## config.mk

```make
export PLATFORM = sky130hd
export DESIGN_NAME = cacheline_ctrl
export DESIGN_NICKNAME = d
export VERILOG_FILES = /design/src/rtl/cacheline_ctrl.sv
export SDC_FILE = /design/constraint.sdc
export NUM_CORES = 1
export LEC_CHECK = 0
export BUFFER_PORTS_ARGS = -buffer_cell sky130_fd_sc_hd__buf_2
export CAP_MARGIN = 10
export CORE_MARGIN = 4
export CORE_UTILIZATION = 30
export DETAILED_ROUTE_END_ITERATION = 6
export PLACE_DENSITY = 0.51
export SETUP_SLACK_MARGIN = 0.1
export SKIP_LAST_GASP = 1
export SLEW_MARGIN = 20
export SYNTH_ARGS = -nofsm -noshare
export SYNTH_HDL_FRONTEND = slang
export SYNTH_SLANG_ARGS = --single-unit
export TNS_END_PERCENT = 30
```

## constraint.sdc

```tcl
create_clock -name clock -period 2.65 [get_ports clock]
set_clock_uncertainty 0.15 [all_clocks]
set_input_delay 0 -clock clock [delete_from_list [all_inputs] [get_ports clock]]
set_output_delay 0 -clock clock [all_outputs]
set_load 0.03 [all_outputs]
```

## src/rtl/cacheline_ctrl.sv

```systemverilog
// Request sequencer in front of a single-entry cacheline store: CPU load/store
// handshake, lookup, write-through stores, read-miss refill from backing memory.
module cacheline_ctrl #(
  parameter int unsigned ADDR_W      = 8,
  parameter int unsigned DATA_W      = 32,
  parameter int unsigned MEM_TIMEOUT = 64
) (
  input  logic              clock,
  input  logic              reset_n,
  input  logic              cpu_valid,
  output logic              cpu_ready,
  input  logic              cpu_we,
  input  logic [ADDR_W-1:0] cpu_addr,
  input  logic [DATA_W-1:0] cpu_wdata,
  output logic              rsp_valid,
  output logic [DATA_W-1:0] rsp_data,
  output logic              rsp_hit,
  output logic              rsp_err,
  output logic [ADDR_W-1:0] line_addr,
  output logic [DATA_W-1:0] line_val,
  output logic              line_read,
  output logic              line_write,
  input  logic              line_hit,
  input  logic [DATA_W-1:0] line_rdata,
  output logic              mem_req,
  output logic              mem_we,
  output logic [ADDR_W-1:0] mem_addr,
  output logic [DATA_W-1:0] mem_wdata,
  input  logic              mem_ack,
  input  logic [DATA_W-1:0] mem_rdata
);

  localparam int unsigned CNT_W = $clog2(MEM_TIMEOUT + 1);

  typedef enum logic [2:0] {
    IDLE   = 3'd0,
    LOOKUP = 3'd1,
    CHECK  = 3'd2,
    MEM    = 3'd3,
    FILL   = 3'd4,
    RESP   = 3'd5
  } state_t;

  state_t             state_q, state_d;
  logic [ADDR_W-1:0]  addr_q, addr_d;
  logic               we_q, we_d;
  logic [DATA_W-1:0]  wdata_q, wdata_d;
  logic [DATA_W-1:0]  data_q, data_d;
  logic               hit_q, hit_d;
  logic               err_q, err_d;
  logic [CNT_W-1:0]   cnt_q, cnt_d;

  // Next-state and next latched-request values.
  always_comb begin
    state_d = state_q;
    addr_d  = addr_q;
    we_d    = we_q;
    wdata_d = wdata_q;
    data_d  = data_q;
    hit_d   = hit_q;
    err_d   = err_q;
    cnt_d   = cnt_q;
    case (state_q)
      IDLE: begin
        if (cpu_valid) begin
          addr_d  = cpu_addr;
          we_d    = cpu_we;
          wdata_d = cpu_wdata;
          data_d  = '0;
          hit_d   = 1'b0;
          err_d   = 1'b0;
          cnt_d   = '0;
          state_d = LOOKUP;
        end
      end
      LOOKUP: state_d = CHECK;
      CHECK: begin
        if (we_q) begin
          // A refused store still goes through to memory.
          hit_d   = line_hit;
          state_d = MEM;
        end else if (line_hit) begin
          data_d  = line_rdata;
          hit_d   = 1'b1;
          state_d = RESP;
        end else begin
          state_d = MEM;
        end
      end
      MEM: begin
        cnt_d = cnt_q + CNT_W'(1);
        if (mem_ack) begin
          if (we_q) begin
            state_d = RESP;
          end else begin
            data_d  = mem_rdata;
            state_d = FILL;
          end
        end else if (cnt_d == CNT_W'(MEM_TIMEOUT)) begin
          err_d   = 1'b1;
          hit_d   = 1'b0;
          data_d  = '0;
          state_d = RESP;
        end
      end
      FILL:    state_d = RESP;
      RESP:    state_d = IDLE;
      default: state_d = IDLE;
    endcase
  end

  // State, latched request, and outputs registered from the state being entered.
  always_ff @(posedge clock or negedge reset_n) begin
    if (!reset_n) begin
      state_q    <= IDLE;
      addr_q     <= '0;
      we_q       <= 1'b0;
      wdata_q    <= '0;
      data_q     <= '0;
      hit_q      <= 1'b0;
      err_q      <= 1'b0;
      cnt_q      <= '0;
      cpu_ready  <= 1'b1;
      rsp_valid  <= 1'b0;
      rsp_data   <= '0;
      rsp_hit    <= 1'b0;
      rsp_err    <= 1'b0;
      line_addr  <= '0;
      line_val   <= '0;
      line_read  <= 1'b0;
      line_write <= 1'b0;
      mem_req    <= 1'b0;
      mem_we     <= 1'b0;
      mem_addr   <= '0;
      mem_wdata  <= '0;
    end else begin
      state_q    <= state_d;
      addr_q     <= addr_d;
      we_q       <= we_d;
      wdata_q    <= wdata_d;
      data_q     <= data_d;
      hit_q      <= hit_d;
      err_q      <= err_d;
      cnt_q      <= cnt_d;
      cpu_ready  <= (state_d == IDLE);
      line_addr  <= addr_d;
      line_val   <= (state_d == FILL) ? data_d : wdata_d;
      line_read  <= (state_d == LOOKUP) && !we_d;
      line_write <= ((state_d == LOOKUP) && we_d) || (state_d == FILL);
      mem_req    <= (state_d == MEM);
      mem_we     <= (state_d == MEM) && we_d;
      mem_addr   <= addr_d;
      mem_wdata  <= wdata_d;
      rsp_valid  <= (state_d == RESP);
      // Response fields hold between strobes.
      if (state_d == RESP) begin
        rsp_data <= data_d;
        rsp_hit  <= hit_d;
        rsp_err  <= err_d;
      end
    end
  end

endmodule

```

Word level (Yosys, flattened, before mapping):

Cells that the tools add are included.

* output and inout bits: 120
* bits in registers: 157
* input bits: 110
* word-level logic and storage cells: 70

* reduce and logical (&&, ||, !) cells: 10
* equality and inequality tests: 10
* $add $sub $neg: 1
* muxes and demuxes: 31

Operators by type and width (count)
* $mux 32: 9
* $pmux 32 s3: 1
* $mux 3: 5
* $pmux 3 s5: 1
* $pmux 7 s2: 1
* $mux 1: 11
* $eq 3x2->1 const B: 3
* $eq 3x3->1 const B: 3
* $add 7x1->7 const B: 1
* $eq 7x7->1 const B: 1
* $mux 7: 1
* $eq 3x1->1 const B: 2
* $logic_not 3->1: 2
* $reduce_and 2->1: 2
* $logic_and 1x1->1: 3
* $pmux 1 s3: 1
* $ne 2x2->1 const B: 1
* $pmux 1 s2: 1
* $reduce_bool 2->1: 1
* $logic_not 1->1: 1
* $logic_or 1x1->1: 1

Longest topological paths before layout:

* depth in word-level cells: 8
* mapped depth: 9
* gate-level depth less buffers: 6

Worst setup path after synthesis:

OpenSTA, ideal clock, no wires.

* kind: reg-to-reg
* start: register cnt_q[3]
* end: register rsp_data[14]
* stages on the path, launching flop included: 8
* clock period less this slack: 2127 ps
* arrival: 1840 ps
* path buffers: 2
* required time: 2362 ps
* setup slack: 523 ps
* library setup time: 138 ps
* cell sequence: dfrtp_1 > a211o_1 > a21o_1 > or4_1 > buf_2 > buf_6 > o211ai_2 > a31oi_1

* word-level cells in the longest chain between the ends: 6
* elaborated cells between the ends (all ways): 9
* those cells by class: 1 x add/sub; 2 x eq/ne; 6 x mux

RTL lines
* start, declared: RTL line 51 `logic [CNT_W-1:0] cnt_q, cnt_d;`
* start signal, assigned: RTL line 144 `cnt_q <= cnt_d;`
* $add 7x1->7 (*): RTL line 91 `cnt_d = cnt_q + CNT_W'(1);`
* $eq 7x7->1 (*): RTL line 99 `end else if (cnt_d == CNT_W'(MEM_TIMEOUT)) begin`
* $mux 3: RTL line 99
* $mux 3: RTL line 92 `if (mem_ack) begin`
* $pmux 3 s5: RTL line 63 `case (state_q)`
* $eq 3x3->1: RTL line 156 `if (state_d == RESP) begin`
* end signal, assigned: RTL line 157 `rsp_data <= data_d;`
* end, declared: RTL line 16 `output logic [DATA_W-1:0] rsp_data,`

Every way passes the cells marked *; elsewhere a longest branch is shown, timed or not.
A chain may end at the register's enable or synchronous reset.

Worst setup path after layout:

* start: register state_q[1]
* end: register rsp_data[31]

* word-level cells in the longest chain between the ends: 4
* elaborated cells between the ends (all ways): 11
* those cells by class: 5 x eq/ne; 5 x mux; 1 x reduce/logical

RTL lines
* start, declared: RTL line 44 `state_t state_q, state_d;`
* start signal, assigned: RTL line 137 `state_q <= state_d;`
* $mux 3: RTL line 99
* $mux 3: RTL line 92
* $pmux 3 s5: RTL line 63
* $eq 3x3->1: RTL line 156

Parallel ways exist; a longest one is shown, timed or not.

==> implementation parameters <==
Parameter                              Value

Worst setup path
  Ordered list of cells on the worst path    nor2b_1, o21a_1, o21ai_4, o211ai_1, a31oi_1
  Largest fanout on the critical path    26
  CP endpoint kind    flop
  Path depth of the worst reg2reg path    5
  CP Data Required Time    ~2.9 ns
  Worst reg2reg setup slack    0.21 ns
  Critical path's top delay family    compound AO/OA/AOI/OAI gates
  Critical path destination    rsp_data[31]
  Start point of the critical path    state_q[1]
  Cell with the largest stage delay on the worst path    sky130_fd_sc_hd__o21ai_4
  Startpoint class of the critical path    flop
  Terminus of the critical flop-to-flop path    rsp_data[31]
  Critical path type    reg2reg
  Arrival time at the worst endpoint    approximately 2.6 ns
  Reg2reg start    state_q[1]
  Buffers and inverters on the worst path    0
  Slowest Stage Delay on Critical Path    ~0.87 ns
  Critical Path Stages    5

Floorplanning
  Number of rows created at floorplan    54
  Core Region    around 22000 um2
  Initial core utilization    0.309
  Count of pins on the block boundary    230
  Die Span X    roughly 160 um
  Die Y    159 um
  Die Area    25200 um2

Placement
  IO Port Bufs    between 200 and 250
  Placer Congestion    approximately 0.77
  Placed Area    approximately 8400 um2
  Post-DP HPWL    14100 um
  Worst slack at placement    ~0.19 ns

Power and ir drop
  VDD IR max    between 0.0005 and 0.0006 V
  Power Dens Cells    1280 nW/um2
  Static leakage power    about 4.8 nW
  Total power    approximately 13 mW

Finish
  Share of the core filled with cells in the final layout    0.456
  Layout cell share with drive strength beyond 1    0.383
  Filler cells    about 2100
  Design Area, Final    just over 10000 um2
  Final layout net count    1047
  Layout overhead on the synthesized area    47.7%

Global route
  Antenna violations before repair    0
  Number of global-route vias before repair    between 6000 and 7000
  Wire length of the first global-routing pass    between 30000 and 40000 um
  GR Overflow Total    0
  Largest net degree at the start of global routing    87
  Overall routing resource usage    0.172

Timing
  Setup TNS Final    0 ns
  Actual slew at the worst max-slew pin    about 1.1 ns
  Crit path time final    2.44 ns
  Tightest slew margin relative to the limit    0.278
  Crit share post-route    0.922
  F_max    around 410 MHz
  Setup-failing EPs final    0
  Final critical-path setup slack    approximately 0.21 ns
  RSZ-0062 raised after global routing    yes
  Number of pins exceeding their max-slew limit in the final report    0
  Hold Fails Final Rpt    0

Min path
  Worst min-delay path category    in2reg

Clock network
  Largest buffer count on any clock path    2
  Clock sink count    ~160
  Clock transition at the registers of the reported paths    around 0.070 ns
  CTS HTree Levels    4
  Clock latency reported for the late side of the worst-skew pair    between 0.4 and 0.5 ns
  Clock buffers created by TritonCTS    17
  Clock tree from TritonCTS    built
  Clock root buffer    sky130_fd_sc_hd__clkbuf_16

Detailed routing
  Wire length per cell    about 18 um
  DRT Pass-1 Iters    4
  Count of vias placed by the detailed router    around 6000
  Number of DRC violations after detailed routing    0
  Routed Antenna Nets    0
  Via density per instance    slightly below 5
  WL final    roughly 22000 um
  Iteration-0 DRC count of the detailed router    approximately 330

Synth
  Synthesized netlist net count    about 700
  Prevailing post-synth register cell    sky130_fd_sc_hd__dfrtp_1
  Instance count of the mapped netlist    604
  Async SR Flop Fraction    1.00
  Seq cells post-synth    about 160
  Number of distinct library cell variants in the gate-level netlist after synthesis    55
  Synthesis Warnings    0
  Cell area after synthesis    approximately 7000 um2
  Number of enable flip-flop cells after synthesis    0
  Synth Area per Inst    between 10 and 15 um2
  Sequential-to-total area share from yosys stat    0.577

Run
  Number of max-capacitance violations reported    0

Outcome
  Run status    completed
state kept, by name, summed over array words and instances (netlist names), 3 cells and up:
| signal | count |
|---|---|
| state_q | 3 |
| addr_q | 8 |
| line_val | 32 |
| data_q | 32 |
| wdata_q | 32 |
| rsp_data | 32 |
| cnt_q | 7 |
placed cells by master, fill, tap and decap left out, types with 3 or more instances in the layout:
cell type / n
sky130_fd_sc_hd__buf_2: 228
sky130_fd_sc_hd__dfrtp_1: 153
sky130_fd_sc_hd__dlygate4sd3_1: 110
sky130_fd_sc_hd__nand2_1: 81
sky130_fd_sc_hd__nor2_1: 39
sky130_fd_sc_hd__a21oi_1: 33
sky130_fd_sc_hd__mux2_2: 33
sky130_fd_sc_hd__a211oi_1: 31
sky130_fd_sc_hd__a31oi_1: 31
sky130_fd_sc_hd__a22oi_1: 27
sky130_fd_sc_hd__o211ai_2: 23
sky130_fd_sc_hd__buf_4: 22
sky130_fd_sc_hd__clkbuf_16: 17
sky130_fd_sc_hd__o21ai_0: 12
sky130_fd_sc_hd__a21o_1: 8
sky130_fd_sc_hd__buf_12: 7
sky130_fd_sc_hd__nand3_1: 6
sky130_fd_sc_hd__clkinv_4: 5
sky130_fd_sc_hd__inv_1: 4
sky130_fd_sc_hd__a221oi_1: 4
sky130_fd_sc_hd__a21boi_0: 4
sky130_fd_sc_hd__o211ai_1: 4
sky130_fd_sc_hd__nor2b_1: 3
sky130_fd_sc_hd__and2_1: 3
sky130_fd_sc_hd__nor3b_1: 3
sky130_fd_sc_hd__inv_6: 3
sky130_fd_sc_hd__dfrtp_2: 3
kinds of logic after synthesis:
kind of cell	count (synthesis)	synth area share
AOI/OAI and AO/OA	195	0.213
DFF	157	0.577
and+or+nand+nor	154	0.101
buffers and inverters	59	0.0457
muxes	36	0.0593
xor gates and xnor gates	2	0.00257
adders and majority gates	1	0.00184
through the flow:
step           hold WS, ns  cells
2_1_floorplan       -0.446    604
3_3_place_gp        -0.215   1086
3_5_place_dp        -0.215   1086
4_1_cts             0.0333   1229
5_1_grt             0.0708   1229
6_report            0.0345   1230
worst register-to-register path: stages, from the launching register on:
cell and delay (ns):
sky130_fd_sc_hd__dfrtp_1 0.50, sky130_fd_sc_hd__nor2b_1 0.22, sky130_fd_sc_hd__o21a_1 0.20, sky130_fd_sc_hd__o21ai_4 0.87
sky130_fd_sc_hd__o211ai_1 0.22, sky130_fd_sc_hd__a31oi_1 0.21
cell type report:
class                      instances  area (um2)  share of cell area
antenna                            1        2.50            0.000249
clock inverter                    13         131              0.0130
inverter                           4        15.0             0.00149
clock buffer                      19         443              0.0440
sequential                       157        3930               0.391
timing repair buffer             368        2560               0.254
tap                              280         350              0.0348
multi-input combinational        388        2640               0.262
Yosys cell counts, types with 12 or more instances:
master,instances,share of area
sky130_fd_sc_hd__buf_2,21,0.015
sky130_fd_sc_hd__a21oi_1,34,0.025
sky130_fd_sc_hd__nor2_1,39,0.021
sky130_fd_sc_hd__dfrtp_1,156,0.57
sky130_fd_sc_hd__a211oi_1,31,0.034
sky130_fd_sc_hd__clkbuf_1,18,0.0099
sky130_fd_sc_hd__mux2_2,33,0.055
sky130_fd_sc_hd__a31oi_1,31,0.028
sky130_fd_sc_hd__a22oi_1,27,0.030
sky130_fd_sc_hd__o21ai_0,12,0.0088
sky130_fd_sc_hd__o211ai_2,24,0.044
sky130_fd_sc_hd__nand2_1,81,0.045
routing by layer:
metal / up-vias / share of wire / global-route usage
met4: 0 / 0.0082 / 0.0367
li1: 2863 / - / -
met2: 192 / 0.47 / 0.281
met5: - / 0 / 0
met3: 14 / 0.071 / 0.0607
met1: 2904 / 0.45 / 0.223
report_power, final:
| part | switching [mW] | leakage, nW | total [mW] | internal (mW) |
|---|---|---|---|---|
| Clock | 1.06 | 0.276 | 2.40 | 1.34 |
| Sequential | 0.546 | 1.92 | 4.04 | 3.49 |
| Combinational | 4.32 | 2.57 | 6.48 | 2.16 |
repair_timing:
item / in CTS / in global routing
hold buffers: 111 / 0
buffers inserted: 0 / 0
hold endpoints to repair: 294 / 0
endpoints found under the setup margin: 0 / 40
resized for setup: 0 / 5
worst min-delay path by stage:
stage                        endpoint  slack [ns]           start  cells past startpoint
after global routing       data_q[19]        0.07  line_rdata[19]                      5
after floorplan             addr_q[0]       -0.45         reset_n                      0
after detailed placement  wdata_q[27]       -0.21         reset_n                      1
after CTS                  data_q[19]        0.03  line_rdata[19]                      5
final                      data_q[19]        0.03  line_rdata[19]                      5
after global placement    wdata_q[27]       -0.22         reset_n                      1
Note: power is estimated with default switching activity, not from simulation.
